`src/rtl/measure_sequencer.sv`:
```
// Sequences a set of measurement units and a transmitter: start the selected units,
// wait for them to finish, kick the transmitter, optionally re-arm.
module measure_sequencer #(
    parameter int N_UNITS      = 2,
    parameter int ACK_TIMEOUT  = 16,
    parameter int MEAS_TIMEOUT = 1000000
) (
    input  logic               clk,
    input  logic               rst,
    input  logic               cmd_valid,
    input  logic [N_UNITS-1:0] cmd_mask,
    input  logic               continuous,
    input  logic               abort,
    input  logic [N_UNITS-1:0] unit_busy,
    output logic [N_UNITS-1:0] unit_start,
    input  logic               tx_busy,
    output logic               tx_start,
    output logic               ready,
    output logic [2:0]         state_out,
    output logic [N_UNITS-1:0] active_mask,
    output logic               err_ack,
    output logic               err_meas,
    output logic [N_UNITS-1:0] err_units,
    output logic [15:0]        cycle_count
);

    localparam int TMO_MAX = (ACK_TIMEOUT > MEAS_TIMEOUT) ? ACK_TIMEOUT : MEAS_TIMEOUT;
    localparam int TMO_W   = $clog2(TMO_MAX) + 1;

    localparam logic [2:0] S_IDLE       = 3'd0;
    localparam logic [2:0] S_START_MEAS = 3'd1;
    localparam logic [2:0] S_WAIT_MEAS  = 3'd2;
    localparam logic [2:0] S_START_TX   = 3'd3;
    localparam logic [2:0] S_WAIT_TX    = 3'd4;

    logic [2:0]         state;
    logic [N_UNITS-1:0] acked;
    logic [TMO_W-1:0]   tmo_cnt;

    logic [2:0]         state_nxt;
    logic [N_UNITS-1:0] acked_nxt;
    logic [TMO_W-1:0]   tmo_cnt_nxt;
    logic [N_UNITS-1:0] unit_start_nxt;
    logic               tx_start_nxt;
    logic [N_UNITS-1:0] active_mask_nxt;
    logic               err_ack_nxt;
    logic               err_meas_nxt;
    logic [N_UNITS-1:0] err_units_nxt;
    logic [15:0]        cycle_count_nxt;
    logic [N_UNITS-1:0] seen;
    logic               ack_expired;
    logic               meas_expired;

    assign ack_expired  = (tmo_cnt == TMO_W'(ACK_TIMEOUT - 1));
    assign meas_expired = (tmo_cnt == TMO_W'(MEAS_TIMEOUT - 1));
    assign state_out    = state;

    always_comb begin
        state_nxt       = state;
        acked_nxt       = acked;
        unit_start_nxt  = '0;
        tx_start_nxt    = 1'b0;
        active_mask_nxt = active_mask;
        err_ack_nxt     = err_ack;
        err_meas_nxt    = err_meas;
        err_units_nxt   = err_units;
        cycle_count_nxt = cycle_count;
        tmo_cnt_nxt     = tmo_cnt + TMO_W'(1);
        // Acknowledge is sticky per unit; busy on unselected units never counts.
        seen            = acked | (unit_busy & active_mask);

        case (state)
            S_IDLE: begin
                if (cmd_valid && (cmd_mask != '0)) begin
                    state_nxt       = S_START_MEAS;
                    active_mask_nxt = cmd_mask;
                    acked_nxt       = '0;
                    unit_start_nxt  = cmd_mask;
                    err_ack_nxt     = 1'b0;
                    err_meas_nxt    = 1'b0;
                    err_units_nxt   = '0;
                    cycle_count_nxt = '0;
                end
            end
            S_START_MEAS: begin
                acked_nxt = seen;
                if (seen == active_mask) begin
                    state_nxt = S_WAIT_MEAS;
                end else if (ack_expired) begin
                    state_nxt     = S_IDLE;
                    err_ack_nxt   = 1'b1;
                    err_units_nxt = active_mask & ~seen;
                end else begin
                    unit_start_nxt = active_mask & ~seen;
                end
            end
            S_WAIT_MEAS: begin
                if ((unit_busy & active_mask) == '0) begin
                    state_nxt    = S_START_TX;
                    tx_start_nxt = 1'b1;
                end else if (meas_expired) begin
                    state_nxt     = S_IDLE;
                    err_meas_nxt  = 1'b1;
                    err_units_nxt = unit_busy & active_mask;
                end
            end
            S_START_TX: begin
                if (tx_busy) begin
                    state_nxt = S_WAIT_TX;
                end else if (ack_expired) begin
                    state_nxt     = S_IDLE;
                    err_ack_nxt   = 1'b1;
                    err_units_nxt = '0;
                end else begin
                    tx_start_nxt = 1'b1;
                end
            end
            S_WAIT_TX: begin
                if (!tx_busy) begin
                    cycle_count_nxt = cycle_count + 16'd1;
                    if (continuous) begin
                        state_nxt      = S_START_MEAS;
                        acked_nxt      = '0;
                        unit_start_nxt = active_mask;
                    end else begin
                        state_nxt = S_IDLE;
                    end
                end
            end
            default: begin
                state_nxt = S_IDLE;
            end
        endcase

        // Abort overrides every transition above but leaves error and count history intact.
        if (abort && (state != S_IDLE)) begin
            state_nxt       = S_IDLE;
            unit_start_nxt  = '0;
            tx_start_nxt    = 1'b0;
            err_ack_nxt     = err_ack;
            err_meas_nxt    = err_meas;
            err_units_nxt   = err_units;
            cycle_count_nxt = cycle_count;
        end

        if ((state_nxt != state) || (state_nxt == S_IDLE)) begin
            tmo_cnt_nxt = '0;
        end
    end

    always_ff @(posedge clk or posedge rst) begin
        if (rst) begin
            state       <= S_IDLE;
            acked       <= '0;
            tmo_cnt     <= '0;
            unit_start  <= '0;
            tx_start    <= 1'b0;
            ready       <= 1'b1;
            active_mask <= '0;
            err_ack     <= 1'b0;
            err_meas    <= 1'b0;
            err_units   <= '0;
            cycle_count <= '0;
        end else begin
            state       <= state_nxt;
            acked       <= acked_nxt;
            tmo_cnt     <= tmo_cnt_nxt;
            unit_start  <= unit_start_nxt;
            tx_start    <= tx_start_nxt;
            ready       <= (state_nxt == S_IDLE);
            active_mask <= active_mask_nxt;
            err_ack     <= err_ack_nxt;
            err_meas    <= err_meas_nxt;
            err_units   <= err_units_nxt;
            cycle_count <= cycle_count_nxt;
        end
    end

endmodule

```
`config.mk`:
```
export PLATFORM = sky130hd
export DESIGN_NAME = measure_sequencer
export DESIGN_NICKNAME = d
export VERILOG_FILES = /design/src/rtl/measure_sequencer.sv
export SDC_FILE = /design/constraint.sdc
export NUM_CORES = 1
export LEC_CHECK = 0
export CORE_MARGIN = 8
export CORE_UTILIZATION = 50
export DETAILED_ROUTE_END_ITERATION = 16
export PLACE_DENSITY = 0.8
export SETUP_SLACK_MARGIN = 0.4
export SYNTH_ARGS = -nofsm -noshare
export SYNTH_HDL_FRONTEND = slang
export SYNTH_SLANG_ARGS = --single-unit
```
`constraint.sdc`:
```
create_clock -name clk -period 1.9 [get_ports clk]
set_input_delay 0.285 -clock clk [delete_from_list [all_inputs] [get_ports clk]]
set_output_delay 0.285 -clock clk [all_outputs]
set_load 0.005 [all_outputs]
```
==> results of run 1 <==
[worst min-delay path: stages]
cell             delay [ns]
clkdlybuf4s50_1        0.44
clkinvlp_4             0.10
buf_12                 0.27
[cell families after synthesis]
logic type               after synthesis  synth area share (%)
AO/OA/AOI/OAI                         49                  12.1
XOR/XNOR                              27                  7.57
adder cells (fa/ha/maj)                4                  1.60
buffers and inverters                 30                  5.21
flip-flops                            52                  41.7
multiplexers                           5                  1.96
AND/OR/NAND/NOR                      150                  29.8
[per-layer routing]
layer	GRT usage, %	share of wire, %	up-vias
li1	-	-	1477
met1	27.2	34	1764
met2	46.2	52	249
met3	4.96	7.2	93
met4	15.7	7.1	0
met5	0	0	-
[Yosys cell counts, drive strengths merged, types with 2 or more instances]
master	number	area (um2)
a21oi	9	45.0
dfrtp	51	1280
o21ai	15	78.8
nand2	23	91.3
nor4	5	46.3
clkbuf	8	40.0
a211oi	2	32.5
nor2b	2	12.5
and4	3	26.3
xnor2	14	123
or3b	2	20.0
and3	7	45.1
buf	7	66.3
a22o	3	27.5
ha	4	50.1
nand3b	2	15.0
inv	15	56.3
xor2	13	114
a31oi	3	18.8
o22ai	3	18.8
nor3	31	260
or3	11	73.8
nor2	23	88.8
mux2	3	37.5
nand3	17	97.6
or2	2	12.5
mux2i	2	23.8
nand4	17	106
[worst min path at each step]
| stage | from | to | slack, ns | cells after the start |
|---|---|---|---|---|
| final | rst | unit_start[0] | 0.37 | 3 |
| after detailed placement | err_units[1] | err_units[1] | 0.48 | 1 |
| after global placement | err_units[1] | err_units[1] | 0.47 | 1 |
| after floorplan | rst | acked[0] | 0.34 | 1 |
| after CTS | rst | cycle_count[8] | 0.39 | 3 |
| after global routing | rst | acked[1] | 0.41 | 3 |
[stage by stage]
stage	hold slack [ns]	area [um2]	power (mW)
2_1_floorplan	0.340	3210	2.72
3_3_place_gp	0.475	4220	3.55
3_5_place_dp	0.477	4220	3.62
4_1_cts	0.389	4940	5.51
5_1_grt	0.412	5240	6.31
6_report	0.368	5240	6.17
[sequential cells by signal, summed over array words and instances (netlist names)]
signal,flops
unit_start,2
state_out,3
tx_start,1
active_mask,2
tmo_cnt,21
cycle_count,16
err_ack,1
err_meas,1
acked,2
err_units,2
ready,1
[power groups by stage]
| stage | clock, mW | sequential, mW | combinational, mW |
|---|---|---|---|
| 3_3_place_gp | 0 | 1.33 | 2.22 |
| 3_5_place_dp | 0 | 1.34 | 2.28 |
| 5_1_grt | 0.861 | 1.34 | 4.11 |
| 2_1_floorplan | 0 | 1.37 | 1.35 |
| 6_report | 0.827 | 1.34 | 4.01 |
| 4_1_cts | 0.820 | 1.32 | 3.37 |
[final cells by class]
type	count	area (um2)
Clock buffer	5	68.8
Fill cell	297	963
Tap cell	77	96.3
Multi-Input combinational cell	236	2040
Timing Repair Buffer	168	1620
Sequential cell	52	1310
Inverter	15	60.1
Clock inverter	3	46.3
[repair_timing]
item                                    CTS  global route
cloned                                    5             0
endpoints found under the setup margin   75            64
gates resized for setup                  91            45
hold buffers                              0             0
pin swaps                                41            40
setup buffers                            32            13
==> results_dict.tcl, run 1 <==
set metrics [dict create \
    status "finished with violations" \
    violations "negative setup slack" \
    vdd_drop_max_uv 785 \
    coreArea_um2 6200 \
    synth_cells 317 \
    cap_violations 0 \
    path_delay_family "buffers and inverters" \
    fin_ws_ns -0.510 \
    grtUsageTotal_pct 25.7 \
    fin_skew_ns 0.0110 \
    hold_path_class "primary input to asynchronous set/reset pin" \
    drv_slew 0 \
    p_leak_nw 2.44 \
    crit_path_start_kind "primary input" \
    io_pins 39 \
    slew_headroom_pct 66.3 \
    pwr-share-clk_pct 13.4 \
    cts_max_level 2 \
    finalCoreUtilization_pct 84.5 \
    yosysSeqAreaShare_pct 41.7 \
    cp-end-kind "flip-flop" \
    power_switching_mw 2.55 \
    die_area_um2 9030 \
    die_h_um 95.0 \
    synth_nets 331 \
    synth-seq-cells 52 \
    initial_core_util_pct 50.4 \
    cts_root_buffer "clkbuf_8" \
    cts_tree "built" \
    clk_pin_slew_ns 0.10 \
    grt_pass1_wl_um 17700 \
    crit_fanout 4 \
    numCtsBuffers 5 \
    final.min_clock_period_ns 2.41 \
    p_seq_share_pct 21.7 \
    n_antenna_cell 0 \
    max_freq_mhz 415 \
    fin_tns_setup_ns -13.59 \
    cp_slowest_stage_delay_ns 0.57 \
    crit_path_end "tmo_cnt[1]" \
    routabilityCongestion 0.856 \
    yosysWarningCount 0 \
    tightest_slew_ns 0.501 \
    grt_pass1_vias 3463 \
    portBuffers 38 \
    drt_first_pass_iters 5 \
    rsz0062_at_grt "true" \
    r2r_slack_ns -0.49 \
    cp.arrival_ns 2.64 \
    cts_sinks 52 \
    internal-power_mw 3.62 \
    rows 29 \
    grt_max_degree 53 \
    final_cell_mix "87 x buf_4, 46 x dfrtp_1, 33 x buf_6" \
    hold_viol 0 \
    die_w_um 95.0 \
    finalSetupViolations 43 \
    antenna_found_initial 0 \
    dp_cells 498 \
    nets 492 \
    regToRegStartpoint "active_mask[0]" \
    synth_edf_count 0 \
    p_per_area_nw_per_um2 1180 \
    cpMaxStageDelayCell "clkdlybuf4s50_1" \
    drc 0 \
    hpwl_um 5910 \
    final_common_cell "buf_4" \
    clk_path_buf_depth 2 \
    area_growth_syn_to_layout_pct 67.8 \
    wl_um 13600 \
    timing.critical_path.buf_inv 3 \
    p_sw_share_pct 41.3 \
    worstSetupStartpoint "unit_busy[0]" \
    reg2reg_depth 9 \
    cp.required_ns 2.13 \
    post_drt_via_cell_ratio 6.44 \
    path_cells "clkdlybuf4s50_1 -> a21oi_2 -> ha_1 -> nand3b_1 -> nand4b_1 -> o21ba_4 -> buf_4 -> o32ai_4 -> buf_6 -> nor3_2" \
    netlist_area_um2 3120 \
    wire_per_inst_um 24.5 \
    worstReg2RegEnd "tmo_cnt[1]" \
    postRouteAntennaNets 0 \
    synth_cell_types 63 \
    synthArstFlopShare_pct 100 \
    grt_overflow_total 0 \
    insertion_delay_ns 0.33 \
    fin_cells 556 \
    syn_avg_cell_area_um2 9.86 \
    place_ws_ns -0.798 \
    route.vias.total 3583 \
    drive_above_1_share_pct 48.6 \
    p_comb_share_pct 64.9 \
    finalCritPeriodShare_pct 127 \
    drtIter0Drc 349 \
    ys.flop_type "dfrtp_1" \
    path_class "primary input to flip-flop" \
    path_depth 10 \
]
(Power assumes the default switching activity.)
==> inputs of run 2 (changes only) <==
CAP_MARGIN = 20   (was default)
GPL_ROUTABILITY_DRIVEN = 0   (was default)
GPL_TIMING_DRIVEN = 0   (was default)
==> run 2 against run 1 <==
The flow still finishes with violations (negative setup slack). Die area unchanged. Combinational power decreased by 20%. First-iteration DRC count decreased by 55%. Utilization decreased by 5.8 points.
==> results_dict.tcl, run 2 (synthesized netlist as in run 1, its figures left out) <==
set metrics [dict create \
    status "finished with violations" \
    violations "negative setup slack" \
    clk_pin_slew_ns 0.11 \
    finalCoreUtilization_pct 78.7 \
    numCtsBuffers 5 \
    die_h_um 95.0 \
    power_switching_mw 2.23 \
    hold-worst-slack_ns 0.302 \
    wire_per_inst_um 21.1 \
    final_cell_mix "51 x buf_4, 41 x dfrtp_1, 20 x nor2_1" \
    p_per_area_nw_per_um2 1100 \
    hold_path_class "primary input to asynchronous set/reset pin" \
    max_freq_mhz 443 \
    p_seq_share_pct 25.3 \
    cts_tree "built" \
    cp-end-kind "flip-flop" \
    cp.required_ns 2.09 \
    drive_above_1_share_pct 43.8 \
    vdd_drop_max_uv 857 \
    insertion_delay_ns 0.33 \
    finalCritPeriodShare_pct 119 \
    grt_max_degree 37 \
    cap_violations 0 \
    fillers 353 \
    internal-power_mw 3.16 \
    timing.critical_path.buf_inv 0 \
    r2r_slack_ns -0.35 \
    final.min_clock_period_ns 2.25 \
    fin_skew_ns 0.0203 \
    p_leak_nw 2.17 \
    fin_ws_ns -0.355 \
    drtIter0Drc 158 \
    path_class "flip-flop to flip-flop" \
    io_pins 39 \
    power.total_mw 5.38 \
    cp_slowest_stage_delay_ns 0.54 \
    slew_headroom_pct 64.9 \
    grt_overflow_total 0 \
    area_growth_syn_to_layout_pct 56.3 \
    cpMaxStageDelayCell "dfrtp_1" \
    route.vias.total 3158 \
    wl_um 10800 \
    coreArea_um2 6200 \
    tightest_slew_ns 0.520 \
    drt_first_pass_iters 4 \
    worstReg2RegEnd "err_units[0]" \
    largest_reg_flops 21 \
    final_common_cell "buf_4" \
    p_comb_share_pct 59.6 \
    hold_viol 0 \
    path_cells "and4_1 -> nand4_1 -> o311a_4 -> a211oi_4 -> mux2_1" \
    drc 0 \
    initial_core_util_pct 50.4 \
    reg2reg_depth 5 \
    p_sw_share_pct 41.4 \
    cp.arrival_ns 2.45 \
    pwr-share-clk_pct 15.1 \
    fin_cells 511 \
    cts_sinks 52 \
    portBuffers 38 \
    finalSetupViolations 36 \
    top_register "tmo_cnt" \
    antenna_found_initial 0 \
    die_area_um2 9030 \
    regToRegStartpoint "tmo_cnt[16]" \
    cts_max_level 2 \
    path_delay_family "compound AO/OA/AOI/OAI gates" \
    dp_cells 433 \
    rows 29 \
    die_w_um 95.0 \
    nets 447 \
    post_drt_via_cell_ratio 6.18 \
    drv_slew 0 \
    n_antenna_cell 0 \
    clk_path_buf_depth 2 \
    crit_path_start_kind "flip-flop" \
    grtUsageTotal_pct 21.0 \
    crit_fanout 6 \
    grt_pass1_wl_um 15200 \
    cts_root_buffer "clkbuf_8" \
    rsz0062_at_grt "true" \
    hpwl_um 5560 \
    grt_pass1_vias 3139 \
    holdBufCountCts 0 \
    postRouteAntennaNets 0 \
]
## run 2: power by group through the flow
stage | Clock [mW] | Sequential, mW | Combinational, mW
finish | 0.813 | 1.36 | 3.21
CTS | 0.790 | 1.35 | 2.40
global route | 0.849 | 1.37 | 3.36
global placement | 0 | 1.40 | 1.81
detailed placement | 0 | 1.40 | 1.84
floorplan | 0 | 1.37 | 1.35
## run 2: through the flow
| stage | setup WS [ns] | TNS, ns | instance area, um2 |
|---|---|---|---|
| 3_3_place_gp | -0.562 | -13.82 | 3690 |
| 6_report | -0.355 | -6.29 | 4880 |
| 5_1_grt | -0.413 | -9.49 | 4880 |
| 3_5_place_dp | -0.614 | -14.29 | 3710 |
| 4_1_cts | -0.255 | -4.39 | 4350 |
| 2_1_floorplan | -0.0736 | -0.394 | 3210 |
## run 2: worst max-delay path by stage
stage,start,to,slack (ns),cells after the start
floorplan,active_mask[0],err_units[0],-0.07,7
global placement,unit_busy[1],err_units[1],-0.56,8
detailed placement,unit_busy[0],err_units[1],-0.61,8
CTS,active_mask[1],err_units[1],-0.25,7
global route,tmo_cnt[16],err_units[0],-0.41,5
finish,tmo_cnt[16],err_units[0],-0.35,5
## run 2: cell type report
class | instances | area (um2) | area share (%)
multi-input combinational | 235 | 2100 | 43.0
sequential | 52 | 1320 | 26.9
timing repair buffer | 109 | 1020 | 20.8
buffer | 15 | 183 | 3.74
tap | 77 | 96.3 | 1.97
clock buffer | 6 | 72.6 | 1.49
inverter | 15 | 60.1 | 1.23
clock inverter | 2 | 38.8 | 0.794
## run 2: repair_timing
item,4_1_cts,5_1_grt
buffers inserted,37,30
gates resized for setup,77,64
gates cloned,2,1
pin swaps,14,45
endpoints found under the setup margin,72,59
## run 2: layer usage
| metal | vias to the layer above | part of all wire [%] | GRT usage, % |
|---|---|---|---|
| met3 | 40 | 4.9 | 3.86 |
| li1 | 1383 | - | - |
| met5 | - | 0 | 0 |
| met4 | 0 | 3.2 | 8.71 |
| met1 | 1590 | 40 | 24.6 |
| met2 | 145 | 52 | 36.9 |
==> inputs of run 3 (changes only) <==
CAP_MARGIN = 10   (was 20)
CTS_CLUSTER_SIZE = 14   (was default)
==> run 3 against run 2 <==
The flow still finishes with violations (negative setup slack). Die area did not move. Register-to-register slack got worse by 0.02 ns. Clock power fell by 20%. Sequential share of layout area rose by 0.31 points. Global-route usage rose by 1.6 points. Sequential cell count did not move. Combinational power rose by 4%.
==> results_dict.tcl, run 3 (synthesized netlist as in run 1, its figures left out) <==
set metrics [dict create \
    status "finished with violations" \
    violations "negative setup slack" \
    portBuffers 38 \
    post_drt_via_cell_ratio 6.31 \
    tightest_slew_ns 0.660 \
    regToRegStartpoint "active_mask[0]" \
    die_h_um 95.0 \
    r2r_slack_ns -0.37 \
    p_per_area_nw_per_um2 1110 \
    insertion_delay_ns 0.32 \
    coreArea_um2 6200 \
    holdBufCountCts 0 \
    hold_path_class "primary input to asynchronous set/reset pin" \
    cp.required_ns 2.09 \
    cts_sinks 52 \
    grt_pass1_vias 3301 \
    drive_above_1_share_pct 46.9 \
    nets 448 \
    final.min_clock_period_ns 2.27 \
    postRouteAntennaNets 0 \
    largest_reg_flops 21 \
    grtUsageTotal_pct 22.6 \
    fin_area_um2 4840 \
    clk_path_buf_depth 2 \
    path_class "flip-flop to flip-flop" \
    finalSetupViolations 40 \
    wl_um 11400 \
    clk_pin_slew_ns 0.10 \
    max_freq_mhz 440 \
    rsz0062_at_grt "true" \
    cts_root_buffer "clkbuf_8" \
    top_register "tmo_cnt" \
    hpwl_um 5500 \
    cp.arrival_ns 2.47 \
    fin_ws_ns -0.372 \
    initial_core_util_pct 50.4 \
    fin_skew_ns 0.0146 \
    place_area_um2 3690 \
    drtIter0Drc 278 \
    crit_fanout 4 \
    vdd_drop_max_uv 892 \
    hold-worst-slack_ns 0.341 \
    final_cell_mix "48 x buf_4, 39 x dfrtp_1, 24 x buf_6" \
    worstReg2RegEnd "err_units[1]" \
    cts_tree "built" \
    cp-end-kind "flip-flop" \
    drc 0 \
    crit_path_start_kind "flip-flop" \
    numCtsBuffers 5 \
    drv_slew 0 \
    grt_overflow_total 0 \
    cap_violations 0 \
    io_pins 39 \
    area_growth_syn_to_layout_pct 54.8 \
    grt_pass1_wl_um 16100 \
    antenna_found_initial 1 \
    place_ws_ns -0.610 \
    drt_first_pass_iters 4 \
    grt_max_degree 53 \
    die_area_um2 9030 \
    slew_headroom_pct 55.6 \
    final_common_cell "buf_4" \
    p_leak_nw 2.11 \
    die_w_um 95.0 \
    route.vias.total 3239 \
    rows 29 \
    cts_max_level 2 \
    hold_viol 0 \
    wire_per_inst_um 22.2 \
    finalCritPeriodShare_pct 120 \
    reg2reg_depth 7 \
]
-- run 3: cell count changes in the layout (fill, tap and decap cells not counted), moves of 3 or more --
cell,before,now
buf_4,51,48
buf_6,17,24
nand2_2,1,4
nor3_2,13,17
-- run 3: stage by stage --
stage / instances / TNS [ns] / utilization [%] / total power [mW]
3_3_place_gp: 432 / -13.82 / 59.4 / 3.20
3_5_place_dp: 432 / -14.18 / 59.4 / 3.24
4_1_cts: 495 / -3.75 / 71.8 / 4.67
5_1_grt: 513 / -11.79 / 77.9 / 5.53
6_report: 513 / -9.80 / 77.9 / 5.34
2_1_floorplan: 317 / -0.394 / - / 2.72
-- run 3: area by class of cell --
type,count,area [um2]
Antenna cell,1,2.50
Buffer,15,153
Tap cell,77,96.3
Clock inverter,2,12.5
Clock buffer,6,72.6
Timing Repair Buffer,110,1020
Inverter,15,60.1
Fill cell,372,1370
Multi-Input combinational cell,235,2100
Sequential cell,52,1320
-- run 3: worst max-delay path by stage --
stage,from,endpoint,slack (ns)
finish,active_mask[0],err_units[1],-0.37
global route,abort,tmo_cnt[5],-0.43
detailed placement,unit_busy[0],err_units[1],-0.61
floorplan,active_mask[0],err_units[0],-0.07
global placement,unit_busy[1],err_units[1],-0.56
CTS,active_mask[1],err_units[1],-0.27
-- run 3: layer usage --
metal,up-vias,wire (um),track usage (%)
li1,1384,-,-
met1,1600,4230,25.9
met2,189,5920,39.7
met3,66,651,3.94
met4,0,599,11.6
met5,-,0,0
-- run 3: critical path, cell delays in order (launching register included) --
cell,delay (ns)
dfrtp_2,0.47
a21oi_2,0.20
ha_1,0.29
nand3b_1,0.13
nand3_1,0.09
or3_4,0.36
a211oi_4,0.28
mux2_4,0.33
-- run 3: power by group --
part           internal (mW)  switching (mW)  total, mW  leakage [nW]
clock                  0.259           0.389      0.647        0.0412
combinational           1.57            1.75       3.33          1.38
sequential              1.24           0.133       1.37         0.696
total                   3.07            2.28       5.34          2.11
-- run 3: repair_timing --
action,4_1_cts,5_1_grt
resized for setup,90,59
buffers inserted,52,16
cloned,3,0
pin swaps,52,32
endpoints found under the setup margin,72,57
